[src/rtl/fixed_float_converter.sv]
// Sign-magnitude fixed-point (1.INT_W.FRAC_W) to IEEE-754 single converter with enable/done handshake.
// Define FIXED_FLOAT_FAST_NORM_EN to normalise in one cycle instead of one bit per cycle.
module fixed_float_converter #(
  parameter int INT_W  = 1,
  parameter int FRAC_W = 20
) (
  input  logic                    clk,
  input  logic                    rst_n,
  input  logic                    enable,
  input  logic [INT_W+FRAC_W:0]   data,
  output logic [31:0]             result,
  output logic                    done,
  output logic                    busy
);

  localparam int MW = INT_W + FRAC_W;

  typedef enum logic [1:0] {IDLE, NORM, PACK} state_t;

  state_t          state_q;
  logic            sign_q;
  logic            zero_q;
  logic [MW-1:0]   mag_q;
  logic [4:0]      shift_q;
  logic [31:0]     result_q;
  logic            done_q;
  logic            busy_q;

  logic [7:0]      exp_d;
  logic [22:0]     mant_d;

  // The leading one is implicit; the remaining magnitude bits are left-aligned into the mantissa.
  always_comb begin
    exp_d  = 8'(127 + INT_W - 1) - {3'b000, shift_q};
    mant_d = 23'(mag_q[MW-2:0]) << (24 - MW);
  end

`ifdef FIXED_FLOAT_FAST_NORM_EN
  logic [4:0] lz_d;
  logic       lz_found;

  always_comb begin
    lz_d     = '0;
    lz_found = 1'b0;
    for (int unsigned i = 0; i < MW; i++) begin
      if (!lz_found && mag_q[MW-1-i]) begin
        lz_d     = 5'(i);
        lz_found = 1'b1;
      end
    end
  end
`endif

  always_ff @(posedge clk or negedge rst_n) begin
    if (!rst_n) begin
      state_q  <= IDLE;
      sign_q   <= 1'b0;
      zero_q   <= 1'b0;
      mag_q    <= '0;
      shift_q  <= '0;
      result_q <= '0;
      done_q   <= 1'b0;
      busy_q   <= 1'b0;
    end else begin
      done_q <= 1'b0;
      case (state_q)
        IDLE: begin
          if (enable) begin
            sign_q  <= data[MW];
            mag_q   <= data[MW-1:0];
            shift_q <= '0;
            zero_q  <= (data[MW-1:0] == '0);
            busy_q  <= 1'b1;
            state_q <= (data[MW-1:0] == '0) ? PACK : NORM;
          end
        end
        NORM: begin
`ifdef FIXED_FLOAT_FAST_NORM_EN
          mag_q   <= mag_q << lz_d;
          shift_q <= lz_d;
          state_q <= PACK;
`else
          if (mag_q[MW-1]) begin
            state_q <= PACK;
          end else begin
            mag_q   <= mag_q << 1;
            shift_q <= shift_q + 5'd1;
          end
`endif
        end
        PACK: begin
          result_q <= zero_q ? '0 : {sign_q, exp_d, mant_d};
          done_q   <= 1'b1;
          busy_q   <= 1'b0;
          state_q  <= IDLE;
        end
        default: state_q <= IDLE;
      endcase
    end
  end

  assign result = result_q;
  assign done   = done_q;
  assign busy   = busy_q;

endmodule

[config.mk]
export PLATFORM = sky130hd
export DESIGN_NAME = fixed_float_converter
export DESIGN_NICKNAME = d
export VERILOG_FILES = /design/src/rtl/fixed_float_converter.sv
export SDC_FILE = /design/constraint.sdc
export NUM_CORES = 1
export LEC_CHECK = 0
export BUFFER_PORTS_ARGS = -buffer_cell sky130_fd_sc_hd__buf_2
export CELL_PAD_IN_SITES_DETAIL_PLACEMENT = 1
export CELL_PAD_IN_SITES_GLOBAL_PLACEMENT = 2
export CORE_AREA = 2 2 105 107
export CTS_CLUSTER_DIAMETER = 200
export DETAILED_ROUTE_END_ITERATION = 12
export DIE_AREA = 0 0 107 109
export GPL_ROUTABILITY_DRIVEN = 0
export PLACE_DENSITY = 0.66
export SYNTH_ARGS = -nofsm -noshare
export SYNTH_HDL_FRONTEND = slang
export SYNTH_SLANG_ARGS = --single-unit
[constraint.sdc]
create_clock -name clk -period 1.81 [get_ports clk]
set_input_delay 0.2715 -clock clk [delete_from_list [all_inputs] [get_ports clk]]
set_output_delay 0.2715 -clock clk [all_outputs]
set_load 0.1 [all_outputs]
* Word-level counts from Yosys, hierarchy flattened
Cells that the tools add are included.
Storage, ports and cells: logic and storage cells 39, input port bits 25, bits in registers 64, output and inout port bits 34
Operators by class: add/subtract/negate cells 2, equal/unequal tests 5, reduce and logical (&&, ||, !) cells 9, multiplexer cells 14
Operators with widths (number):
- $mux W21 | 2
- $pmux W21 S2 | 1
- $mux W32 | 1
- $logic_not A21 Y1 | 1
- $mux W5 | 2
- $pmux W5 S2 | 1
- $reduce_and A2 Y1 | 4
- $sub A7 B5 Y8 const A | 1
- $mux W2 | 3
- $ne A2 B2 Y1 const B | 3
- $add A5 B1 Y5 const B | 1
- $pmux W2 S2 | 1
- $reduce_bool A2 Y1 | 2
- $reduce_and A3 Y1 | 1
- $eq A2 B1 Y1 const B | 1
- $eq A2 B2 Y1 const B | 1
- $logic_not A2 Y1 | 1
- $mux W1 | 2
- $pmux W1 S2 | 1

* Longest topological paths before layout
depth after elaboration 4, gate-level depth with buffers 5, gate-level depth less buffers 4

* Worst setup path before layout
No wires, ideal clock.
path type reg2out, start point register result_q[29] (netlist: result[29]), end point output port result[29], arrival time 1340 ps, buffers on the path 1, path slack 199 ps, required time 1539 ps, cell stages (with the launch flop) 2, cell sequence dfrtp_1 buf_4
RTL lines:
- start: declaration | RTL line 25 | logic [31:0] result_q;
- start signal: assignment | RTL line 92 | result_q <= zero_q ? '0 : {sign_q, exp_d, mant_d};
- end: declaration | RTL line 11 | output logic [31:0] result,
No word-level cell between the ends.

* Worst setup path after layout
start point register state_q[0], end point register zero_q
Between the ends: word-level cells in the longest chain between the ends 2
RTL lines:
- start: declaration | RTL line 20 | state_t state_q;
- start signal: assignment | RTL line 74 | state_q <= (data[MW-1:0] == '0) ? PACK : NORM;
- $logic_not A2 Y1 | RTL line 66 | case (state_q)
- $reduce_and A2 Y1 (no line)
- end signal: assignment | RTL line 72 | zero_q <= (data[MW-1:0] == '0);
- end: declaration | RTL line 22 | logic zero_q;
No other way between the ends. A chain may end at the register's enable or synchronous reset.

==> qor.csv <==
metric,value,unit
Inserted Clock Buffers,9,
CP Capture Type,flop,
Longest Clk Path Bufs,2,
final WL,6730,um
Max Freq,617,MHz
Mean Syn Cell Area,9.81,um2
Die ar.,0.0117,mm2
final hold vios,0,
area of the mapped netlist,0.00256,mm2
worst path cell trace,or3b_2 -> o31ai_1,
Clock Sinks,59,
most frequent cells in the layout,"dfrtp_1 (59), buf_2 (54), nand2_1 (52), o21ai_0 (24)",
run status,completed,
chip width,107,um
Initial Util,24.2,%
port buffer count,54,
Worst Tran Pin Value,0.556,ns
R2R Setup Slk,0.19,ns
H-tree level count,3,
# fillers,1227,
Clock Latency Late Sink,0.34,ns
hpwl dp,4700,um
largest net degree at the start of global routing,60,
Die Ht,109,um
Initial DRC Count,69,
# rows,38,
CTS tree,built,
Synth warnings,0,
slowest library cell on the worst path,or3b_2,
"commonest non-fill, non-tap cell in the layout",dfrtp_1,
Final nets,342,
"Max FO, Critical Path",25,
worst hold path type,input pin to flop,
Clock Tree Root,clkbuf_8,
first-pass GRT wire length,11300,um
crit path launch,state_q[0],
sequential area share after synthesis,57.6,%
area of the core,0.0106,mm2
Setup-failing EPs final,0,
share of cells above drive strength 1,26.2,%
post-route clock skew,0.00760,ns
"Req. time, crit path",2.05,ns
initial antenna violation count,0,
slew margin rel.,62.9,%
Worst path top cell family by delay,simple AND/OR/NAND/NOR gates,
reg-to-reg critical path startpoint,state_q[0],
Yosys cell types,31,
hold_sp,data[21],
Avg WL per Cell,14.6,um
critical path launch point type,flop,
fin crit period,1.62,ns
RSZ-0062 raised after global routing,false,
Routed Antenna Nets,0,
GR Util All Layers,12.7,%
vias in the first global route,2153,
Cells after Synth,261,
fin. max-slew vios,0,
setup bufs post-CTS,0,
slowest cell delay on critical path,0.74,ns
kind of critical path,flop to flop,
residual DRC count,0,
vias per cell,4.47,
Vias,2060,
Max Cap Viol,0,
crit path buf inv count,0,
Final Cycle Share,89.6,%
Area Growth Syn to Fin,27.2,%
I/O pin total,59,
Sum Neg Setup Slack,0,ns
"Arr. time, crit path",1.86,ns
Worst-path clk slew,0.07,ns
n_diodes,0,
number of synthesized register bits,59,
grt ovf,0,
DR pass1 iterations,5,
==> worst reg2reg max path, cell delays in order, from the launching register on <==
cell	delay, ns
dfrtp_1	0.46
or3b_2	0.74
o31ai_1	0.33
==> sequential cells by signal, summed over array words and instances, names as in the netlist <==
name and flops:
shift_q 5, done 1, zero_q 1, result 27, sign_q 1, busy 1, mag_q 21, state_q 2
==> kinds of logic (layout without fill, tap and decap cells) <==
group	Yosys count	after routing	synth area share [%]
AOI/OAI and AO/OA	59	59	14.9
xor gates and xnor gates	1	1	0.342
adders and majority gates	1	1	0.488
buffers and inverters	27	84	4.74
DFF	59	59	57.6
muxes	1	1	0.391
other	1	4	0.146
and+or+nand+nor	112	112	21.4
==> final cells by class <==
cell class / count / area, um2 / area share (%)
clock inverter: 4 / 72.6 / 2.23
clock buffer: 12 / 155 / 4.76
multi-input combinational: 178 / 987 / 30.3
sequential: 59 / 1480 / 45.3
tap: 140 / 175 / 5.38
timing repair buffer: 65 / 380 / 11.7
inverter: 3 / 11.3 / 0.346
==> routing by layer <==
metal  vias up  wire (um)  global-route usage (%)  share of wire [%]
met2        65       2940                    19.5                 44
met3        10        359                    3.47                5.3
met4         0         87                    4.17                1.3
li1       1012          -                       -                  -
met5         -          0                       0                  0
met1       973       3340                    17.4                 50
==> stage by stage <==
stage          cell area (um2)  util (%)  hold WS, ns  worst slack, ns  instances
2_1_floorplan             2570         -      -0.0241            0.199        264
3_3_place_gp              3020      28.5        0.311            0.249        444
3_5_place_dp              3020      28.5        0.309            0.203        444
4_1_cts                   3260      30.7        0.111            0.191        461
5_1_grt                   3260      30.7        0.125            0.101        461
6_report                  3260      30.7        0.127            0.188        461
==> synthesized netlist by cell type <==
library cell	number	area (um2)
nand2b_1	22	138
clkbuf_1	16	60.1
and4bb_2	1	12.5
o21ai_0	24	120
nand3_1	21	105
buf_1	2	7.51
a22oi_1	19	143
mux2i_1	1	10.0
buf_4	5	37.5
o22ai_1	1	6.26
nor3b_1	2	15.0
nand3b_1	1	7.51
o31a_1	1	8.76
nor2_1	4	15.0
nand2_1	52	195
a21oi_1	3	15.0
dfrtp_1	59	1480
or3b_1	1	8.76
ha_1	1	12.5
xnor2_1	1	8.76
nor3_1	1	5.00
or3_1	1	6.26
or3b_2	1	8.76
a22o_1	2	17.5
conb_1	1	3.75
buf_2	1	5.00
o2bb2a_1	1	10.0
nand4_1	1	6.26
nor4_1	4	25.0
inv_1	3	11.3
o31ai_1	8	60.1
==> repair_timing <==
action / in CTS / in global routing
resized for setup: 0 / 0
hold buffers: 1 / 0
hold endpoints to repair: 59 / 0
==> worst paths after layout <==
kind / to / cells after the start
max reg2reg: zero_q / 2
max in group asynchronous: result[4] / 3
min in group asynchronous: result[25] / 3
min reg2reg: result[23] / 2
max: zero_q / 2
min: sign_q / 3
Power is left out: the tool's default activity adds up to more than one toggle a clock period on the data nets, which glitch-free logic cannot reach.
